File: config.mk
export PLATFORM = sky130hd
export DESIGN_NAME = csr_rmw_unit
export DESIGN_NICKNAME = d
export VERILOG_FILES = /design/src/rtl/csr_rmw_unit_pkg.sv /design/src/rtl/csr_rmw_unit_alu.sv /design/src/rtl/csr_rmw_unit.sv
export SDC_FILE = /design/constraint.sdc
export NUM_CORES = 1
export LEC_CHECK = 0
export CELL_PAD_IN_SITES_DETAIL_PLACEMENT = 1
export CELL_PAD_IN_SITES_GLOBAL_PLACEMENT = 1
export CORE_ASPECT_RATIO = 0.7
export CORE_MARGIN = 2
export CORE_UTILIZATION = 38
export DETAILED_ROUTE_END_ITERATION = 16
export MAX_ROUTING_LAYER = met4
export PLACE_DENSITY = 0.87
export SETUP_SLACK_MARGIN = 0.02
export SLEW_MARGIN = 10
export SYNTH_ARGS = -nofsm -noshare
export SYNTH_HDL_FRONTEND = slang
export SYNTH_HIERARCHICAL = 1
export SYNTH_SLANG_ARGS = --single-unit
export TNS_END_PERCENT = 10
File: constraint.sdc
create_clock -name clk -period 1.7 [get_ports clk]
set_input_delay 0.17 -clock clk [delete_from_list [all_inputs] [get_ports clk]]
set_output_delay 0.17 -clock clk [all_outputs]
set_load 0.1 [all_outputs]
File: src/rtl/csr_rmw_unit_pkg.sv
// csr_rmw_unit_pkg: shared definitions for the CSR read-modify-write unit.
//   - default data / address widths
//   - Zicsr funct3 operation encodings
//   - sequencer state encoding
package csr_rmw_unit_pkg;

  localparam int unsigned CSR_XLEN   = 64;
  localparam int unsigned CSR_ADDR_W = 12;
  localparam int unsigned CSR_OP_W   = 3;
  localparam int unsigned ZIMM_W     = 5;
  localparam int unsigned REG_IDX_W  = 5;

  // funct3 encodings; bit 2 selects the immediate form
  localparam logic [CSR_OP_W-1:0] CSR_OP_RW  = 3'b001;
  localparam logic [CSR_OP_W-1:0] CSR_OP_RS  = 3'b010;
  localparam logic [CSR_OP_W-1:0] CSR_OP_RC  = 3'b011;
  localparam logic [CSR_OP_W-1:0] CSR_OP_RWI = 3'b101;
  localparam logic [CSR_OP_W-1:0] CSR_OP_RSI = 3'b110;
  localparam logic [CSR_OP_W-1:0] CSR_OP_RCI = 3'b111;

  // Low two funct3 bits pick the function regardless of operand form
  localparam logic [1:0] CSR_FN_RW = CSR_OP_RW[1:0];
  localparam logic [1:0] CSR_FN_RS = CSR_OP_RS[1:0];
  localparam logic [1:0] CSR_FN_RC = CSR_OP_RC[1:0];

  typedef enum logic [1:0] {
    ST_IDLE  = 2'd0,
    ST_READ  = 2'd1,
    ST_WRITE = 2'd2,
    ST_RESP  = 2'd3
  } csr_state_e;

  // Immediate forms take the zero-extended zimm field as operand
  function automatic logic op_is_imm(input logic [CSR_OP_W-1:0] op);
    return op[2];
  endfunction

endpackage

File: src/rtl/csr_rmw_unit_alu.sv
// csr_alu: combinational new-value and write-enable computation for one
// Zicsr instruction. The returned write enable does not include the
// read-only-space check; the sequencer applies that.
// Ports:
//   op_i        funct3 of the instruction
//   old_i       current CSR value
//   src_i       rs1 value (register forms)
//   zimm_i      5-bit immediate (immediate forms)
//   rs1_zero_i  rs1 index is x0
//   new_val_c_o value to write
//   we_c_o      write required
module csr_alu
  import csr_rmw_unit_pkg::*;
#(
  parameter int unsigned XLEN = CSR_XLEN
) (
  input  logic [CSR_OP_W-1:0] op_i,
  input  logic [XLEN-1:0]     old_i,
  input  logic [XLEN-1:0]     src_i,
  input  logic [ZIMM_W-1:0]   zimm_i,
  input  logic                rs1_zero_i,
  output logic [XLEN-1:0]     new_val_c_o,
  output logic                we_c_o
);

  logic [XLEN-1:0] operand;
  logic            operand_zero;

  // Operand select and the "no source bits" condition used for suppression
  always_comb begin
    operand      = src_i;
    operand_zero = rs1_zero_i;
    if (op_is_imm(op_i)) begin
      operand      = XLEN'(zimm_i);
      operand_zero = (zimm_i == ZIMM_W'(0));
    end
  end

  // RW always writes; RS/RC skip the write when no bits would be touched;
  // reserved function 00 never writes
  always_comb begin
    new_val_c_o = old_i;
    we_c_o      = 1'b0;
    case (op_i[1:0])
      CSR_FN_RW: begin
        new_val_c_o = operand;
        we_c_o      = 1'b1;
      end
      CSR_FN_RS: begin
        new_val_c_o = old_i | operand;
        we_c_o      = ~operand_zero;
      end
      CSR_FN_RC: begin
        new_val_c_o = old_i & ~operand;
        we_c_o      = ~operand_zero;
      end
      default: begin
        new_val_c_o = old_i;
        we_c_o      = 1'b0;
      end
    endcase
  end

endmodule

File: src/rtl/csr_rmw_unit.sv
// csr_rmw_unit: read-modify-write sequencer between execute and the CSR file.
// IDLE accepts a request, READ samples the CSR file's combinational read
// port, WRITE issues at most one single-cycle write, RESP returns the old
// value under a valid/ready handshake. Minimum four cycles per instruction.
// Optional feature macro: CSR_RMW_ILLEGAL_EN -- flags and suppresses writes
// into the read-only address space (addr[11:10] == 2'b11).
// Ports:
//   clk, rst                       clock, async active-low reset
//   req_*_i / req_ready_o          request handshake and payload
//   csr_raddr_o / csr_rdata_i      CSR file read port
//   csr_we_o/csr_waddr_o/csr_wdata_o  CSR file write port
//   resp_*_o / resp_ready_i        response handshake and payload
module csr_rmw_unit
  import csr_rmw_unit_pkg::*;
#(
  parameter int unsigned XLEN   = CSR_XLEN,
  parameter int unsigned CSR_AW = CSR_ADDR_W
) (
  input  logic                 clk,
  input  logic                 rst,
  input  logic                 req_valid_i,
  output logic                 req_ready_o,
  input  logic [CSR_OP_W-1:0]  req_op_i,
  input  logic [CSR_AW-1:0]    req_addr_i,
  input  logic [XLEN-1:0]      req_src_i,
  input  logic [ZIMM_W-1:0]    req_zimm_i,
  input  logic                 req_rs1_zero_i,
  input  logic [REG_IDX_W-1:0] req_rd_i,
  output logic [CSR_AW-1:0]    csr_raddr_o,
  input  logic [XLEN-1:0]      csr_rdata_i,
  output logic                 csr_we_o,
  output logic [CSR_AW-1:0]    csr_waddr_o,
  output logic [XLEN-1:0]      csr_wdata_o,
  output logic                 resp_valid_o,
  input  logic                 resp_ready_i,
  output logic [REG_IDX_W-1:0] resp_rd_o,
  output logic [XLEN-1:0]      resp_data_o,
  output logic                 resp_illegal_o
);

  csr_state_e state_q, state_d;

  logic [CSR_OP_W-1:0]  op_q;
  logic [CSR_AW-1:0]    addr_q;
  logic [XLEN-1:0]      src_q;
  logic [ZIMM_W-1:0]    zimm_q;
  logic                 rs1_zero_q;
  logic [REG_IDX_W-1:0] rd_q;
  logic [XLEN-1:0]      old_q;
  logic [XLEN-1:0]      new_q;
  logic                 we_q;

  logic [XLEN-1:0]      alu_new_c;
  logic                 alu_we_c;
  logic                 ro_write_c;

  csr_alu #(
    .XLEN (XLEN)
  ) u_alu (
    .op_i        (op_q),
    .old_i       (csr_rdata_i),
    .src_i       (src_q),
    .zimm_i      (zimm_q),
    .rs1_zero_i  (rs1_zero_q),
    .new_val_c_o (alu_new_c),
    .we_c_o      (alu_we_c)
  );

`ifdef CSR_RMW_ILLEGAL_EN
  logic illegal_q;

  // A real write aimed at the read-only space becomes an illegal access
  assign ro_write_c = alu_we_c && (addr_q[CSR_AW-1 -: 2] == 2'b11);

  always_ff @(posedge clk or negedge rst) begin
    if (!rst) begin
      illegal_q <= 1'b0;
    end else if (state_q == ST_READ) begin
      illegal_q <= ro_write_c;
    end
  end
`else
  // Hardwired CSRs ignore writes, so the write goes out unchanged
  assign ro_write_c = 1'b0;
`endif

  // State register
  always_ff @(posedge clk or negedge rst) begin
    if (!rst) begin
      state_q <= ST_IDLE;
    end else begin
      state_q <= state_d;
    end
  end

  // Next-state logic
  always_comb begin
    state_d = state_q;
    case (state_q)
      ST_IDLE:  if (req_valid_i) state_d = ST_READ;
      ST_READ:  state_d = ST_WRITE;
      ST_WRITE: state_d = ST_RESP;
      ST_RESP:  if (resp_ready_i) state_d = ST_IDLE;
      default:  state_d = ST_IDLE;
    endcase
  end

  // Request latch in IDLE; old/new value and write decision captured in READ
  always_ff @(posedge clk or negedge rst) begin
    if (!rst) begin
      op_q       <= '0;
      addr_q     <= '0;
      src_q      <= '0;
      zimm_q     <= '0;
      rs1_zero_q <= 1'b0;
      rd_q       <= '0;
      old_q      <= '0;
      new_q      <= '0;
      we_q       <= 1'b0;
    end else begin
      case (state_q)
        ST_IDLE: begin
          if (req_valid_i) begin
            op_q       <= req_op_i;
            addr_q     <= req_addr_i;
            src_q      <= req_src_i;
            zimm_q     <= req_zimm_i;
            rs1_zero_q <= req_rs1_zero_i;
            rd_q       <= req_rd_i;
          end
        end
        ST_READ: begin
          old_q <= csr_rdata_i;
          new_q <= alu_new_c;
          we_q  <= alu_we_c & ~ro_write_c;
        end
        default: ;
      endcase
    end
  end

  // Output decode from the state and captured registers
  always_comb begin
    req_ready_o    = 1'b0;
    csr_raddr_o    = addr_q;
    csr_waddr_o    = addr_q;
    csr_we_o       = 1'b0;
    csr_wdata_o    = '0;
    resp_valid_o   = 1'b0;
    resp_rd_o      = '0;
    resp_data_o    = '0;
    resp_illegal_o = 1'b0;
    case (state_q)
      ST_IDLE: req_ready_o = 1'b1;
      ST_WRITE: begin
        if (we_q) begin
          csr_we_o    = 1'b1;
          csr_wdata_o = new_q;
        end
      end
      ST_RESP: begin
        resp_valid_o = 1'b1;
        resp_rd_o    = rd_q;
        resp_data_o  = old_q;
`ifdef CSR_RMW_ILLEGAL_EN
        resp_illegal_o = illegal_q;
`endif
      end
      default: ;
    endcase
  end

endmodule
==> run summary <==
Synth Flop Type: dfrtp_1
Post-DP HPWL: 26.6 mm
Detailed Route Iter0 Violations: 356
Nets: 1396
IO Port Bufs: 317
Gr usage total: 26.2%
Max Cap Viol: 0
Synthesized netlist cell count: 936
DRC: 0
Layout area overhead: 55.5%
RSZ-0062 raised after global routing: true
Mean post-synth cell area: 12.0 um^2
Antenna Nets Post-Route: 0
Final Hold Vio Count: 0
Total Wirelength: 39.5 mm
Type of origin of the critical path: flop
Worst EP required: 1.53 ns
Post-Syn Area: 0.0113 mm^2
Final cell area excluding filler cells: 0.0175 mm^2
# H-tree levels: 1
Largest cells by area after synthesis: dfrtp_1 (49%), mux2_2 (22%), a21oi_1 (5.1%)
Synth area leader: dfrtp_1
Total iterations of the first detailed-routing run: 4
Fin. max-slew vios: 0
Global-route wire length before repair: 60.9 mm
Initial cell density of the core: 38.9%
Synth Register Bits: 221
Top-area cell type share of the netlist area: 49.1%
Die W: 210 um
Critical path class: flop to output pin
Placed inst area: 0.0164 mm^2
Clock sink count: 221
Layout fillers: 2786
Overflow after GRT: 0
Distinct cells, synth: 30
Fin Clk Skew: 0.0123 ns
Final GP Congestion: 0.776
Clk_lat worst skew: 0.52 ns
Total number of vias: 8629
Worst R2R Setup Slack: -0.01 ns
Antenna violations before repair: 1
Status: complete, but fails checks
Least-Margin Pin Slew: 0.567 ns
Boundary Pins: 319
Hold Path Class: input port to async pin
Share of layout cells above drive strength 1: 50.2%
Worst Setup End Kind: output pin
Core Box Area: 0.0290 mm^2
Vias per std cell: 5.30
CTS clk-pin slew, worst paths: 0.06 ns
Min Tclk post-route: 2.07 ns
CTS tree: done
Syn nets: 1098
Die outline height: 148 um
Final critical-path share of the clock period: 122%
Register area share after synthesis: 49.1%
Worst EP arrival: 1.90 ns
Critical-path maximum fanout: 27
CTS Buf Count: 25
Syn. warnings: 6
Row cnt: 52
Finished Core Util: 60.4%
Achievable Freq: 483 MHz
CP startpoint: state_q[1]
Setup ws final: -0.371 ns
Root buffer cell: clkbuf_16
# setup viols final: 143
Largest net degree at the start of global routing: 63
Reg-to-reg startpoint: state_q[1]
FFs w/ async S/R, synth: 100%
Max clock buf depth: 3
Wire per inst: 24.3 um
Die ar.: 0.0311 mm^2
Max-slew headroom: 62.2%
Number of enable flip-flop cells after synthesis: 0
Vias in the first global route: 9826
Failing checks: setup timing
## per-stage QoR
step | instances | setup TNS [ns] | hold WS [ns] | setup WS, ns
finish | 1627 | -42.97 | 0.160 | -0.371
global route | 1627 | -54.43 | 0.200 | -0.430
CTS | 1626 | -48.12 | 0.195 | -0.384
detailed placement | 1581 | 0 | 0.155 | 0.0274
global placement | 1581 | 0 | 0.153 | 0.0824
floorplan | 936 | -16.84 | -0.126 | -0.166
## repair_timing
item | CTS | global route
endpoints found under the hold margin | 51 | 0
buffers inserted | 1 | 0
hold buffers | 1 | 0
pin swaps | 31 | 19
cloned | 2 | 0
resized for setup | 72 | 41
setup endpoints to repair | 142 | 355
## critical path, stage by stage, from the launching register on
cell and delay [ns]:
dfrtp_1 0.37, buf_4 0.15, ha_4 0.22, buf_12 0.20, and3_2 0.26, buf_12 0.18
## registers in the layout, indices dropped and copies added, names as in the netlist
name         cells
rd_q             5
old_q           64
rs1_zero_q       1
we_q             1
zimm_q           5
csr_raddr_o     12
state_q          2
new_q           64
op_q             3
src_q           64
## synthesized netlist by cell type, types with 7 or more instances
library cell	n
a21oi_1	114
a21oi_2	10
and2_1	70
and3_1	64
buf_2	15
buf_4	26
buf_6	7
clkbuf_1	25
clkbuf_8	9
dfrtp_1	221
mux2_2	216
mux2_4	9
nor2b_1	59
xnor2_1	59
## path summary, 6_finish.rpt
path | end | cells past startpoint
hold reg to reg | src_q[59] | 1
hold / removal | old_q[11] | 2
min in group clk | src_q[3] | 2
setup reg to reg | src_q[22] | 6
max in group asynchronous | new_q[53] | 3
setup / recovery | csr_wdata_o[24] | 5
## routing by layer
metal	share of wire (%)	GRT usage [%]	wire [um]	vias to the layer above
met4	2.8	6.31	1120	0
met2	51	45.0	20000	284
met1	40	31.3	16000	4475
li1	-	-	-	3798
met3	6.1	6.46	2430	72
met5	0	-	0	-
## final cells by class
cell class | instances | area, um^2 | share of cell area, %
multi-input combinational | 626 | 5630 | 32.1
sequential | 221 | 5540 | 31.6
timing repair buffer | 356 | 5130 | 29.3
clock buffer | 36 | 717 | 4.09
tap | 378 | 473 | 2.70
clock inverter | 5 | 27.5 | 0.157
inverter | 4 | 15.0 | 0.0857
antenna | 1 | 2.50 | 0.0143
## cell usage in the layout (no fill, tap or decap), drive strengths merged, types with 36 or more instances in the layout
cell type	n
a21oi	124
clkdlybuf4s50	156
clkbuf	36
mux2	225
xnor2	59
buf	199
and2	70
nor2b	59
dfrtp	221
and3	64
## cells by family after synthesis
family | count (synthesis) | synth area share [%]
AO/OA/AOI/OAI | 127 | 6.01
XOR/XNOR | 59 | 4.58
adder cells (fa/ha/maj) | 4 | 0.444
buffers and inverters | 89 | 5.29
flip-flops | 221 | 49.1
multiplexers | 230 | 23.2
other | 1 | 0.0333
AND/OR/NAND/NOR | 205 | 11.4
Power is not shown: default switching activity piles up to over one toggle a cycle in this logic, so the estimate is an artifact.
